### config.mk
export PLATFORM = sky130hd
export DESIGN_NAME = m2vmemarb
export DESIGN_NICKNAME = d
export VERILOG_FILES = /design/src/rtl/m2v_pkg.sv /design/src/rtl/m2vmemarb_rr.sv /design/src/rtl/m2vmemarb.sv
export SDC_FILE = /design/constraint.sdc
export NUM_CORES = 1
export LEC_CHECK = 0
export BUFFER_PORTS_ARGS = -buffer_cell sky130_fd_sc_hd__buf_2
export CAP_MARGIN = 20
export CORE_AREA = 3 3 93 95
export DETAILED_ROUTE_END_ITERATION = 8
export DIE_AREA = 0 0 96 98
export HOLD_SLACK_MARGIN = 0.08
export PLACE_DENSITY = 0.81
export REMOVE_ABC_BUFFERS = 1
export SLEW_MARGIN = 20
export SYNTH_ARGS = -nofsm -noshare
export SYNTH_HDL_FRONTEND = slang
export SYNTH_SLANG_ARGS = --single-unit
### constraint.sdc
create_clock -name clk -period 5.9 [get_ports clk]
set_input_delay 1.18 -clock clk [delete_from_list [all_inputs] [get_ports clk]]
set_output_delay 1.18 -clock clk [all_outputs]
set_load 0.1 [all_outputs]
### src/rtl/m2v_pkg.sv
// Shared definitions for the memory arbiter: FSM states, requester indices, burst sizing.
package m2v_pkg;

    localparam int BURST_W = 5;

    typedef logic [1:0] state_t;

    localparam state_t IDLE   = 2'd0;
    localparam state_t RCMD   = 2'd1;
    localparam state_t RBURST = 2'd2;
    localparam state_t WBURST = 2'd3;

    localparam logic [1:0] WB = 2'd0;
    localparam logic [1:0] MC = 2'd1;
    localparam logic [1:0] DP = 2'd2;

    // A 4-bit burstcount of zero encodes a full 16-beat burst.
    function automatic logic [BURST_W-1:0] burst_len(input logic [3:0] bc);
        return (bc == 4'd0) ? 5'd16 : {1'b0, bc};
    endfunction

endpackage

### src/rtl/m2vmemarb_rr.sv
// 3-way round-robin picker (wb->mc->dp) with display-urgent override.
// Latency: pick is combinational; pointer updates on the clock after a non-urgent take.
// Backpressure: none; caller asserts take only when the pick is actually granted.
module m2vmemarb_rr
    import m2v_pkg::*;
(
    input  logic       clk,
    input  logic       reset,
    input  logic [2:0] req,
    input  logic       urgent,
    input  logic       take,
    output logic [1:0] pick,
    output logic       pick_vld
);

    logic [1:0] last;

    always_comb begin
        pick     = WB;
        pick_vld = |req;
        if (urgent) begin
            pick = DP;
        end else begin
            case (last)
                WB:      pick = req[MC] ? MC : (req[DP] ? DP : WB);
                MC:      pick = req[DP] ? DP : (req[WB] ? WB : MC);
                default: pick = req[WB] ? WB : (req[MC] ? MC : DP);
            endcase
        end
    end

    // Urgent grants bypass fairness and leave the rotation untouched.
    always_ff @(posedge clk) begin
        if (reset) begin
            last <= DP;
        end else if (take && !urgent) begin
            last <= pick;
        end
    end

endmodule

### src/rtl/m2vmemarb.sv
// Arbitrates writeback, MC reference reads and display reads onto one Avalon-MM burst master.
// Latency: grant in the IDLE cycle req is seen, memory command on the next cycle; one burst at a time.
// Backpressure: avm_waitrequest stalls command/write beats; no preemption of an in-flight burst.
module m2vmemarb
    import m2v_pkg::*;
#(
    parameter int MEM_WIDTH  = 21,
    parameter int DATA_WIDTH = 32
) (
    input  logic                  clk,
    input  logic                  reset,

    input  logic                  wb_req,
    input  logic [MEM_WIDTH-1:0]  wb_address,
    input  logic [3:0]            wb_burstcount,
    input  logic [DATA_WIDTH-1:0] wb_writedata,
    output logic                  wb_ready,
    output logic                  wb_grant,

    input  logic                  mc_req,
    input  logic [MEM_WIDTH-1:0]  mc_address,
    input  logic [3:0]            mc_burstcount,
    output logic                  mc_grant,
    output logic                  mc_rdvalid,

    input  logic                  dp_req,
    input  logic                  dp_urgent,
    input  logic [MEM_WIDTH-1:0]  dp_address,
    input  logic [3:0]            dp_burstcount,
    output logic                  dp_grant,
    output logic                  dp_rdvalid,

    output logic [DATA_WIDTH-1:0] rd_data,

    output logic [MEM_WIDTH-1:0]  avm_address,
    output logic                  avm_read,
    output logic                  avm_write,
    output logic [BURST_W-1:0]    avm_burstcount,
    output logic [DATA_WIDTH-1:0] avm_writedata,
    input  logic                  avm_waitrequest,
    input  logic                  avm_readdatavalid,
    input  logic [DATA_WIDTH-1:0] avm_readdata
);

    state_t                 state;
    logic [1:0]             owner;
    logic [MEM_WIDTH-1:0]   addr_q;
    logic [BURST_W-1:0]     burst_q;
    logic [BURST_W-1:0]     beats_q;

    logic [1:0]             pick;
    logic                   pick_vld;
    logic                   take;
    logic [MEM_WIDTH-1:0]   sel_addr;
    logic [3:0]             sel_bc;

    assign take = (state == IDLE) && pick_vld && !reset;

    m2vmemarb_rr u_rr (
        .clk      (clk),
        .reset    (reset),
        .req      ({dp_req, mc_req, wb_req}),
        .urgent   (dp_req && dp_urgent),
        .take     (take),
        .pick     (pick),
        .pick_vld (pick_vld)
    );

    always_comb begin
        sel_addr = wb_address;
        sel_bc   = wb_burstcount;
        case (pick)
            MC: begin
                sel_addr = mc_address;
                sel_bc   = mc_burstcount;
            end
            DP: begin
                sel_addr = dp_address;
                sel_bc   = dp_burstcount;
            end
            default: begin
                sel_addr = wb_address;
                sel_bc   = wb_burstcount;
            end
        endcase
    end

    always_ff @(posedge clk) begin
        if (reset) begin
            state   <= IDLE;
            owner   <= WB;
            addr_q  <= '0;
            burst_q <= '0;
            beats_q <= '0;
        end else begin
            case (state)
                IDLE: begin
                    if (take) begin
                        owner   <= pick;
                        addr_q  <= sel_addr;
                        burst_q <= burst_len(sel_bc);
                        beats_q <= burst_len(sel_bc);
                        state   <= (pick == WB) ? WBURST : RCMD;
                    end
                end
                RCMD: begin
                    if (!avm_waitrequest) begin
                        state <= RBURST;
                    end
                end
                RBURST: begin
                    if (avm_readdatavalid) begin
                        beats_q <= beats_q - 5'd1;
                        if (beats_q == 5'd1) begin
                            state <= IDLE;
                        end
                    end
                end
                WBURST: begin
                    if (!avm_waitrequest) begin
                        beats_q <= beats_q - 5'd1;
                        if (beats_q == 5'd1) begin
                            state <= IDLE;
                        end
                    end
                end
                default: state <= IDLE;
            endcase
        end
    end

    assign wb_grant = take && (pick == WB);
    assign mc_grant = take && (pick == MC);
    assign dp_grant = take && (pick == DP);

    assign avm_read       = (state == RCMD);
    assign avm_write      = (state == WBURST);
    assign avm_address    = addr_q;
    assign avm_burstcount = burst_q;
    assign avm_writedata  = wb_writedata;
    assign wb_ready       = (state == WBURST) && !avm_waitrequest;

    // Read beats pass straight through to whichever port owns the burst.
    assign rd_data    = avm_readdata;
    assign mc_rdvalid = (state == RBURST) && avm_readdatavalid && (owner == MC);
    assign dp_rdvalid = (state == RBURST) && avm_readdatavalid && (owner == DP);

endmodule

Yosys cells after proc, flatten, opt, wreduce, memory -nomap -nowiden
Index checks and enable logic that the tools add are counted.
- logic and storage cells: 65
- memories kept: 0
- latch bits: 0
- input bits: 147
- output and inout bits: 98
- bits in read-only memories: 0
- memory bits (writable): 0
- flip-flop bits (word level): 37
- multiplexer cells: 22
- shift operators: 0
- reductions and logical operators: 23
- add/subtract/negate cells: 1
- magnitude comparators: 0
- divide/modulo/power cells: 0
- bitwise operators: 0
- eq/ne operators: 13
- multiply operators: 0
- operator list (kind ; number):
    one-hot mux 21 bit (2 select lines) ; 1
    two-way mux 2 bit ; 12
    two-way mux 5 bit ; 4
    one-hot mux 5 bit (3 select lines) ; 1
    logical AND 1 bit ; 11
    equality test 2 x 1 -> 1 bit (second input constant) ; 4
    equality test 2 bit (second input constant) ; 4
    != test 2 bit (second input constant) ; 4
    one-hot mux 2 bit (4 select lines) ; 1
    one-hot mux 4 bit (2 select lines) ; 1
    AND reduction 4 bit ; 2
    logical NOT 2 bit ; 3
    equality test 5 x 1 -> 1 bit (second input constant) ; 1
    subtractor 5 x 1 -> 5 bit (second input constant) ; 1
    logical NOT 4 bit ; 1
    one-hot mux 2 bit (2 select lines) ; 1
    logical NOT 1 bit ; 3
    nonzero test 3 bit ; 1
    OR reduction 3 bit ; 1
    AND reduction 2 bit ; 1
    two-way mux 1 bit ; 1

Depth between registers and ports, before layout
Gate-level depths: netlist of the first run.
- depth after elaboration: 10
- gate-level depth with buffers: 12
- gate-level depth less buffers: 11

Cells and area by module
From an unflattened synthesis of the first run, not the netlist that was laid out.
- cell total of the unflattened synthesis: 339
- area, all modules: 2567.5 um^2
- by module, submodules not included (module ; seq. area each (um^2) ; instances ; cells each ; area an instance (um^2)):
    m2vmemarb ; 700.7 ; 1 ; 320 ; 2424.8
    m2vmemarb_rr ; 40.0 ; 1 ; 19 ; 142.6

Worst setup path before layout of the first run
OpenSTA, ideal clock, no wires.
- path type: in2out
- start point: in avm_readdatavalid
- end point: out mc_rdvalid
- arrival: 3.736 ns
- required time: 4.720 ns
- path buffers: 0
- stages: 3
- slack: 0.984 ns
- cell sequence: nor2b_1 nand2_1 nor3b_1
- word-level cells in the longest chain between the ends: 2
- RTL lines (what ; RTL line ; source):
    start: declaration ; m2vmemarb.sv:41 ; input logic avm_readdatavalid,
    logical AND 1 bit (2 in series) ; m2vmemarb.sv:145 ; assign mc_rdvalid = (state == RBURST) && avm_readdatavalid && (owner == MC);
    end: declaration ; m2vmemarb.sv:24 ; output logic mc_rdvalid,
No other way between the ends.

Worst setup path in the final report of the first run
- start point: in dp_req
- end point: out mc_grant
- word-level cells in the longest chain between the ends: 6
- elaborated cells on any way between the ends: 11
- those cells by class: 1 x eq/ne; 5 x mux; 5 x reduce/logical
- RTL lines (what ; RTL line ; source):
    start: declaration ; m2vmemarb.sv:26 ; input logic dp_req,
    two-way mux 2 bit (2 in series) ; m2vmemarb_rr.sv:25 ; WB: pick = req[MC] ? MC : (req[DP] ? DP : WB);
    one-hot mux 2 bit (2 select lines) ; m2vmemarb_rr.sv:24 ; case (last)
    two-way mux 2 bit ; m2vmemarb_rr.sv:21 ; if (urgent) begin
    equality test 2 x 1 -> 1 bit ; m2vmemarb.sv:133 ; assign mc_grant = take && (pick == MC);
    logical AND 1 bit * ; m2vmemarb.sv:133 ;
    end: declaration ; m2vmemarb.sv:23 ; output logic mc_grant,
Every way passes the cells marked *; elsewhere a longest branch is shown, timed or not.

==> impl_metrics.env, run 1 <==
export IMPL_synth_xor_area_share_pct=0
export IMPL_grt_overflow=0
export IMPL_worst_pin_slew_ps=1010
export IMPL_synth_seq_cells=37
export IMPL_yosysWarningCount=0
export IMPL_critPathKind="input port to output pin"
export IMPL_grt_util_all_layers_pct=24.6
export IMPL_post_cts_buffers=0
export IMPL_fin_util_pct=36.5
export IMPL_power_leakage_nw=1.29
export IMPL_coreArea_um2=7810
export IMPL_intPower_mw=0.544
export IMPL_first_global_vias=2299
export IMPL_via_per_inst=5.35
export IMPL_synthCells=330
export IMPL_max_freq_mhz=248
export IMPL_yosys_top_cells_count="buf_4 (64), nor2_1 (63), dfxtp_1 (37)"
export IMPL_routedWlPerCell_um=25.8
export IMPL_synthSimpleGateAreaFrac_pct=15.6
export IMPL_max_slew_margin_pct=32.6
export IMPL_synth_edf_count=0
export IMPL_postCtsHoldBufs=0
export IMPL_post_place_ws_ps=1870
export IMPL_hold_viol_final=0
export IMPL_switching_share_pct=52.8
export IMPL_synth_compound_area_share_pct=28.8
export IMPL_synth_mux_area_share_pct=1.90
export IMPL_initial_core_util_pct=33.7
export IMPL_h_tree_depth=2
export IMPL_seq_power_share_pct=29.1
export IMPL_synth_most_common_cell="buf_4"
export IMPL_num_vias=2526
export IMPL_pwr_share_comb_pct=56.3
export IMPL_crit_path_end_kind="output pin"
export IMPL_cp_data_required_time_ps=4720
export IMPL_fin_nets=521
export IMPL_post_route_period_util_pct=68.3
export IMPL_die_area_um2=9410
export IMPL_setup_viol=0
export IMPL_area_growth_pct=8.18
export IMPL_p_sw_mw=0.608
export IMPL_regArea_um2=741
export IMPL_cts_tree="done"
export IMPL_worst_setup_path_start_kind="input port"
export IMPL_gp_congestion=0.936
export IMPL_yosysUniqueCellTypes=34
export IMPL_critPathMaxFanout=58
export IMPL_diodes=0
export IMPL_grt_max_degree=59
export IMPL_antenna_found_initial=0
export IMPL_finalHoldWorstSlack_ps=470
export IMPL_mappedNetlistArea_um2=2630
export IMPL_routed_wirelength_um=12200
export IMPL_post_route_min_period_ps=4030
export IMPL_reg2reg_from="u_rr.last[0]"
export IMPL_drcViolationCount=0
export IMPL_synth_top_area_cell="dfxtp_1"
export IMPL_dr_pass1_iters=4
export IMPL_rows=32
export IMPL_yosys_area_share_adder_pct=2.38
export IMPL_grt_pass1_wl_um=16200
export IMPL_cts_root_buf="clkbuf_8"
export IMPL_async_reset_ff_share_pct=0
export IMPL_startpoint="dp_req"
export IMPL_critical_path_arrival_ps=2850
export IMPL_hpwl_um=10200
export IMPL_die_x_um=96
export IMPL_power_share_clock_pct=14.5
export IMPL_num_fill_cells=846
export IMPL_synth_top_area_share_pct=28.2
export IMPL_power_mw=1.15
export IMPL_ctsResizeCount=0
export IMPL_power_density_nw_per_um2=405
export IMPL_ant_nets=0
export IMPL_drive_gt1_share_pct=38.9
export IMPL_dr_first_iter_drc_count=57
export IMPL_finClkSkew_ps=2.13
export IMPL_ys_dominant_reg_cell="dfxtp_1"
export IMPL_ctsLongestPathBuffers=2
export IMPL_dieHeight_um=98
export IMPL_drv_cap=0
export IMPL_final_setup_worst_slack_ps=1870
export IMPL_synthTopCellsByArea="dfxtp_1 (28%), buf_4 (18%), a211oi_2 (9.0%), nor2_1 (9.0%), a21oi_1 (6.3%)"
export IMPL_multi_input_area_um2=1280
export IMPL_numCtsBuffers=5
export IMPL_maxSlewViolCount=0
export IMPL_synth_top_family_by_area="compound AO/OA/AOI/OAI gates"
export IMPL_min_from="avm_burstcount[2]"
export IMPL_yosysSeqAreaShare_pct=28.2
export IMPL_clkSlewWorstSetupHoldPaths_ps=70
export IMPL_clock_sinks=37
export IMPL_rsz0062_at_grt="no"
export IMPL_setup_tns_ps=0
export IMPL_outcome="completed"
export IMPL_clock_latency_ps=280
export IMPL_vdd_ir_drop_max_mv=0.106
export IMPL_io_buffers=116
export IMPL_ios=245
export IMPL_hold_class="register to register"
export IMPL_avgSynthCellArea_um2=7.97
-- power groups by stage --
| stage | clock network (mW) | logic (mW) | registers (mW) |
|---|---|---|---|
| global placement | 0 | 0.641 | 0.339 |
| global route | 0.184 | 0.693 | 0.343 |
| finish | 0.168 | 0.649 | 0.336 |
| floorplan | 0 | 0.282 | 0.577 |
| CTS | 0.176 | 0.652 | 0.336 |
| detailed placement | 0 | 0.650 | 0.341 |
-- worst paths after layout --
check / end / slack [ps] / cells after the start
worst max register to register: beats_q[4] / 3050 / 9
worst min register to register: avm_burstcount[2] / 470 / 2
worst max-delay path: mc_grant / 1870 / 6
worst min-delay path: avm_burstcount[2] / 470 / 2
-- state kept, by name (all words and copies together) (netlist names) --
register,cells
avm_burstcount,5
state,2
beats_q,5
owner,2
u_rr.last,2
avm_address,21
-- kinds of logic after synthesis --
| logic type | after synthesis |
|---|---|
| AOI/OAI and AO/OA | 100 |
| and+or+nand+nor | 92 |
| buffers and inverters | 91 |
| DFF | 37 |
| muxes | 5 |
| adders and majority gates | 5 |
-- per-layer routing --
layer / GRT usage (%) / share of wire [%] / vias up
li1: - / - / 1167
met1: 18.5 / 27 / 1123
met2: 38.2 / 44 / 206
met5: 10.0 / 0.73 / -
met4: 9.85 / 5.2 / 2
met3: 27.1 / 23 / 28
-- cell usage in the layout (no fill, tap or decap), drive strengths merged --
cell type    n
nor4b        1
inv          5
a211oi      26
a22o         5
nand3b       2
nand4        1
o21bai       2
clkbuf       8
ha           5
nand2b       1
nor2b        6
a22oi       22
mux2i        5
nor3         4
o22ai        1
a21oi       33
buf        118
nor4         1
o21ai        5
dfxtp       37
a32oi        1
or3          1
a221oi       1
nor2        63
nand2        6
and2         4
nor3b        2
o31ai        1
a21o         1
o21a         2
-- stage by stage --
step           cell area (um2)  cells
6_report                  2850    472
2_1_floorplan             2040    244
4_1_cts                   2850    472
3_3_place_gp              2770    464
5_1_grt                   2850    472
3_5_place_dp              2770    464
-- critical path: stages --
cell,delay (ps)
buf_2,130
nor3_1,240
or3_4,640
nor2_1,150
and2_1,200
buf_2,280
-- area by class of cell --
| type | count | area share (%) |
|---|---|---|
| clock buffers | 8 | 2.81 |
| inverters | 5 | 0.659 |
| multi-input cells | 202 | 45.1 |
| flip-flops and latches | 37 | 26.0 |
| well taps | 102 | 4.48 |
| repair buffers | 118 | 20.9 |
Power figures use the tool's default switching activity.
==> run 2, diff against run 1 <==
--- a/config.mk
+++ b/config.mk
@@ -5,13 +5,14 @@
 export SDC_FILE = /design/constraint.sdc
 export NUM_CORES = 1
 export LEC_CHECK = 0
+export ABC_AREA = 1
 export BUFFER_PORTS_ARGS = -buffer_cell sky130_fd_sc_hd__buf_2
 export CAP_MARGIN = 20
-export CORE_AREA = 3 3 93 95
+export CORE_MARGIN = 3
+export CORE_UTILIZATION = 34
 export DETAILED_ROUTE_END_ITERATION = 8
-export DIE_AREA = 0 0 96 98
 export HOLD_SLACK_MARGIN = 0.08
-export PLACE_DENSITY = 0.81
+export PLACE_DENSITY = 0.86
 export REMOVE_ABC_BUFFERS = 1
 export SLEW_MARGIN = 20
 export SYNTH_ARGS = -nofsm -noshare
==> constraint.sdc (replaced) <==
create_clock -name clk -period 3.4 [get_ports clk]
set_input_delay 0.68 -clock clk [delete_from_list [all_inputs] [get_ports clk]]
set_output_delay 0.68 -clock clk [all_outputs]
set_load 0.1 [all_outputs]
==> run 2 against run 1 <==
  * Clock power is 76% higher
  * First-iteration DRC count grew to 2.6 times the previous value
  * Hold slack better by 0.51 ps
  * Critical path depth is 3 higher
  * Count of clock-buffer cells in the layout stayed put
  * Register-to-register slack worse by 2000 ps
  * Sequential cell count stayed put
  * Final area is 1.8% higher
  * Total power grew to 2.5 times the previous value
  * Non-clock buffer count is 2 higher
  * Utilization is 2.7 points higher
  * Critical endpoint unchanged
==> impl_metrics.env, run 2 <==
export IMPL_post_route_min_period_ps=2790
export IMPL_post_place_cells=510
export IMPL_io_buffers=116
export IMPL_ys_dominant_reg_cell="dfxtp_1"
export IMPL_cp_data_required_time_ps=2720
export IMPL_finClkSkew_ps=3.96
export IMPL_fin_nets=570
export IMPL_reg2reg_setup_slack_ps=1020
export IMPL_ctsResizeCount=0
export IMPL_cp_cell_sequence="buf_2 > or2_2 > o22ai_1 > nand2_1 > inv_1 > ha_1 > inv_1 > nor2_1 > buf_12"
export IMPL_regArea_um2=741
export IMPL_layout_commonest_cell="buf_2"
export IMPL_synth_edf_count=0
export IMPL_cts_tree="done"
export IMPL_stdcell_count=518
export IMPL_drv_cap=0
export IMPL_yosysUniqueCellTypes=30
export IMPL_crit_path_end_kind="output pin"
export IMPL_grt_overflow=0
export IMPL_worst_pin_slew_ps=518
export IMPL_synth_top_area_cell="dfxtp_1"
export IMPL_slowest_delay_ps=300
export IMPL_die_x_um=94.2
export IMPL_setup_tns_ps=0
export IMPL_grt_util_all_layers_pct=27.0
export IMPL_maxSlewViolCount=0
export IMPL_yosysWarningCount=0
export IMPL_max_freq_mhz=358
export IMPL_yosys_top_cells_count="nand2_1 (85), buf_4 (65), dfxtp_1 (37)"
export IMPL_drcViolationCount=0
export IMPL_num_vias=2719
export IMPL_h_tree_depth=2
export IMPL_ctsLongestPathBuffers=2
export IMPL_drive_gt1_share_pct=35.3
export IMPL_num_fill_cells=772
export IMPL_grt_max_degree=30
export IMPL_hold_viol_final=0
export IMPL_critPathSlowestCell="or2_2"
export IMPL_finalInstanceArea_um2=2900
export IMPL_synthTopCellsByArea="dfxtp_1 (28%), buf_4 (18%), nand2_1 (12%), o21ai_0 (6.2%), a22o_1 (5.6%)"
export IMPL_post_route_period_util_pct=82.1
export IMPL_setup_viol=0
export IMPL_grt_pass1_wl_um=17000
export IMPL_critPathKind="input port to output pin"
export IMPL_clkSlewWorstSetupHoldPaths_ps=70
export IMPL_post_place_ws_ps=598
export IMPL_via_per_inst=5.25
export IMPL_power_leakage_nw=1.44
export IMPL_avgSynthCellArea_um2=7.06
export IMPL_dr_pass1_iters=4
export IMPL_mappedNetlistArea_um2=2650
export IMPL_critPathMaxFanout=3
export IMPL_diodes=0
export IMPL_vdd_ir_drop_max_mv=0.536
export IMPL_power_mw=2.90
export IMPL_gp_congestion=0.842
export IMPL_largest_reg_flops=21
export IMPL_ios=245
export IMPL_area_growth_pct=9.50
export IMPL_synth_seq_cells=37
export IMPL_numCtsBuffers=5
export IMPL_yosysSeqAreaShare_pct=28.0
export IMPL_placed_cell_area_um2=2820
export IMPL_hold_class="register to register"
export IMPL_outcome="completed"
export IMPL_post_cts_buffers=0
export IMPL_routedWlPerCell_um=23.4
export IMPL_first_global_vias=2591
export IMPL_hpwl_um=10300
export IMPL_dieHeight_um=94.2
export IMPL_async_reset_ff_share_pct=0
export IMPL_synth_top_area_share_pct=28.0
export IMPL_max_slew_margin_pct=65.4
export IMPL_cts_root_buf="clkbuf_8"
export IMPL_synth_most_common_cell="nand2_1"
export IMPL_clock_sinks=37
export IMPL_initial_core_util_pct=35.7
export IMPL_rows=31
export IMPL_final_setup_worst_slack_ps=607
export IMPL_crit_buf_inv=4
export IMPL_synthCells=375
export IMPL_rsz0062_at_grt="no"
export IMPL_die_area_um2=8880
export IMPL_postCtsHoldBufs=0
export IMPL_layout_common_cells="buf_2 (114), nand2_1 (85), dfxtp_1 (37), o21ai_0 (33), nor2_1 (20)"
export IMPL_power_density_nw_per_um2=1000
export IMPL_clock_latency_ps=280
export IMPL_antenna_found_initial=0
export IMPL_ant_nets=0
export IMPL_coreArea_um2=7410
export IMPL_multi_input_area_um2=1220
export IMPL_crit_family="simple AND/OR/NAND/NOR gates"
export IMPL_critical_path_arrival_ps=2110
export IMPL_crit_top_cell="inv_1"
export IMPL_dr_first_iter_drc_count=146
export IMPL_routed_wirelength_um=12100
export IMPL_worst_setup_path_start_kind="input port"
[run 2: cell count changes after synthesis, sizes merged, moves of 11 or more]
| cell | delta |
|---|---|
| clkbuf | -13 |
| a21oi | -16 |
| a22oi | -22 |
| a211oi | -25 |
| o21ai | +28 |
| nand2 | +83 |
| a31oi | +19 |
| nor2 | -40 |
| a22o | +12 |
| buf | +11 |
| inv | +20 |
| nand3 | +12 |
[run 2: layer usage]
layer	GRT usage, %	part of all wire, %	vias up
met5	7.05	0.52	-
met4	5.90	1.9	2
met3	34.5	29	10
met2	42.4	43	256
met1	19.7	26	1188
li1	-	-	1263
[run 2: area by class of cell]
type | instances | share of cell area, %
flip-flops and latches | 37 | 25.6
inverters | 25 | 3.24
clock buffers | 8 | 2.76
multi-input cells | 229 | 42.1
well taps | 99 | 4.27
repair buffers | 120 | 22.1
[run 2: path summary, 6_finish.rpt]
| kind | from | endpoint | depth (start not counted) |
|---|---|---|---|
| setup / recovery | wb_req | mc_grant | 9 |
| hold / removal | avm_address[7] | avm_address[7] | 2 |
| setup reg to reg | u_rr.last[1] | beats_q[4] | 13 |
| hold reg to reg | avm_address[7] | avm_address[7] | 2 |
[run 2: power breakdown]
part           internal (mW)  leakage (nW)  switching (mW)
Clock                  0.146        0.0395           0.149
Sequential             0.591         0.308           0.112
Combinational          0.412          1.09            1.49
[run 2: metrics by stage]
stage	hold slack (ps)	utilization [%]
2_1_floorplan	448	-
3_5_place_dp	464	38.1
5_1_grt	499	39.1
3_3_place_gp	456	38.1
4_1_cts	475	39.1
6_report	470	39.1
[run 2: cell families (layout without fill, tap and decap cells)]
| kind of cell | Yosys count | in the layout | share of synthesized area (%) |
|---|---|---|---|
| compound gates | 95 | 95 | 23.2 |
| fa+ha+maj | 5 | 5 | 2.36 |
| buf+inv | 109 | 153 | 25.9 |
| flops | 37 | 37 | 28.0 |
| simple gates | 129 | 129 | 20.6 |
[run 2: worst min-delay path: stages (launching register included)]
cell and delay (ps):
dfxtp_1 310, nand2_1 60, a21oi_1 60
==> run 3, diff against run 2 <==
--- a/config.mk
+++ b/config.mk
@@ -8,11 +8,11 @@
 export ABC_AREA = 1
 export BUFFER_PORTS_ARGS = -buffer_cell sky130_fd_sc_hd__buf_2
 export CAP_MARGIN = 20
-export CORE_MARGIN = 3
-export CORE_UTILIZATION = 34
+export CORE_AREA = 3 3 93 95
 export DETAILED_ROUTE_END_ITERATION = 8
+export DIE_AREA = 0 0 96 98
 export HOLD_SLACK_MARGIN = 0.08
-export PLACE_DENSITY = 0.86
+export PLACE_DENSITY = 0.81
 export REMOVE_ABC_BUFFERS = 1
 export SLEW_MARGIN = 20
 export SYNTH_ARGS = -nofsm -noshare
==> constraint.sdc (replaced) <==
create_clock -name clk -period 2.6 [get_ports clk]
set_input_delay 0.52 -clock clk [delete_from_list [all_inputs] [get_ports clk]]
set_output_delay 0.52 -clock clk [all_outputs]
set_load 0.1 [all_outputs]
==> run 3 against run 2 <==
  * Register-to-register slack got worse by 710 ps
  * Sequential power rose by 32%
  * Highest routed layer unchanged
  * Largest power group unchanged
  * Via count down 1.3%
==> impl_metrics.env, run 3 (synthesis results as in run 2) <==
export IMPL_outcome="completed"
export IMPL_hpwl_um=10700
export IMPL_layout_common_cells="buf_2 (113), nand2_1 (85), dfxtp_1 (37), o21ai_0 (33)"
export IMPL_initial_core_util_pct=33.9
export IMPL_crit_path_end_kind="output pin"
export IMPL_ios=245
export IMPL_grt_overflow=0
export IMPL_reg2reg_from="u_rr.last[1]"
export IMPL_placed_cell_area_um2=2860
export IMPL_antenna_found_initial=0
export IMPL_ctsResizeCount=0
export IMPL_p_sw_mw=2.32
export IMPL_ant_nets=0
export IMPL_die_area_um2=9410
export IMPL_routed_wirelength_um=12600
export IMPL_drive_gt1_share_pct=36.6
export IMPL_die_x_um=96
export IMPL_routedWlPerCell_um=24.1
export IMPL_critPathMaxFanout=3
export IMPL_dieHeight_um=98
export IMPL_postCtsHoldBufs=0
export IMPL_intPower_mw=1.55
export IMPL_critPathKind="register to output pin"
export IMPL_grt_util_all_layers_pct=26.3
export IMPL_io_buffers=116
export IMPL_coreArea_um2=7810
export IMPL_final_setup_worst_slack_ps=132
export IMPL_h_tree_depth=2
export IMPL_setup_viol=0
export IMPL_hold_viol_final=0
export IMPL_cp_data_required_time_ps=2080
export IMPL_num_vias=2684
export IMPL_multi_input_area_um2=1220
export IMPL_switching_share_pct=59.9
export IMPL_finalInstanceArea_um2=2950
export IMPL_ctsLongestPathBuffers=2
export IMPL_fin_nets=573
export IMPL_hold_class="register to register"
export IMPL_worst_setup_path_start_kind="register"
export IMPL_grt_max_degree=30
export IMPL_fin_util_pct=37.8
export IMPL_regArea_um2=741
export IMPL_rows=32
export IMPL_pwr_share_comb_pct=65.4
export IMPL_dr_first_iter_drc_count=134
export IMPL_post_route_min_period_ps=2470
export IMPL_post_place_ws_ps=73.8
export IMPL_finClkSkew_ps=2.83
export IMPL_first_global_vias=2627
export IMPL_power_leakage_nw=1.46
export IMPL_cts_tree="done"
export IMPL_largest_reg_flops=21
export IMPL_vdd_ir_drop_max_mv=0.526
export IMPL_min_from="avm_address[1]"
export IMPL_seq_power_share_pct=24.0
export IMPL_max_slew_margin_pct=64.9
export IMPL_num_fill_cells=841
export IMPL_clock_sinks=37
export IMPL_worst_pin_slew_ps=525
export IMPL_clkSlewWorstSetupHoldPaths_ps=70
export IMPL_drcViolationCount=0
export IMPL_critical_path_arrival_ps=1950
export IMPL_drv_cap=0
export IMPL_cts_root_buf="clkbuf_8"
export IMPL_diodes=0
export IMPL_power_share_clock_pct=10.7
export IMPL_power_density_nw_per_um2=1310
export IMPL_clock_latency_ps=290
export IMPL_via_per_inst=5.13
export IMPL_area_growth_pct=11.5
export IMPL_post_cts_buffers=0
export IMPL_max_freq_mhz=405
export IMPL_numCtsBuffers=5
export IMPL_grt_pass1_wl_um=17700
export IMPL_dr_pass1_iters=5
export IMPL_layout_commonest_cell="buf_2"
export IMPL_startpoint="u_rr.last[1]"
export IMPL_post_route_period_util_pct=94.9
export IMPL_gp_congestion=0.836
export IMPL_maxSlewViolCount=0
[run 3: path summary, 6_finish.rpt]
check | end | slack, ps | cells past startpoint
setup / recovery | mc_grant | 130 | 9
hold / removal | avm_address[1] | 470 | 2
setup reg to reg | beats_q[4] | 310 | 13
hold reg to reg | avm_address[1] | 470 | 2
[run 3: routing by layer]
metal	wire (um)	track usage, %
met1	3500	21.5
met2	5550	40.9
met3	3180	29.0
met4	274	6.56
met5	124	10.6
[run 3: cell type report]
| type | instances | area share (%) |
|---|---|---|
| multi-input cells | 229 | 41.5 |
| well taps | 102 | 4.32 |
| clock buffers | 7 | 2.92 |
| inverters | 25 | 3.18 |
| flip-flops and latches | 37 | 25.1 |
| repair buffers | 123 | 23.0 |
[run 3: worst max-delay path: stages (launching register included)]
cell and delay (ps):
dfxtp_1 340, inv_1 70, or2_2 290, o22ai_1 200, nand2_1 130, inv_1 80, ha_1 160, inv_1 50
nor2_2 150, buf_12 190
[run 3: power by group through the flow]
stage	Combinational, mW	Clock, mW	Sequential (mW)
floorplan	1.00	0	1.89
global placement	2.49	0	0.931
detailed placement	2.52	0	0.932
CTS	2.53	0.419	0.924
global route	2.72	0.440	0.950
finish	2.53	0.413	0.928
[run 3: stage by stage]
stage	hold slack [ps]	instances	total power [mW]	setup TNS, ps
floorplan	448	291	2.89	-3210
global placement	452	516	3.42	0
detailed placement	468	516	3.46	0
CTS	477	523	3.87	0
global route	492	523	4.11	-0.930
finish	472	523	3.87	0
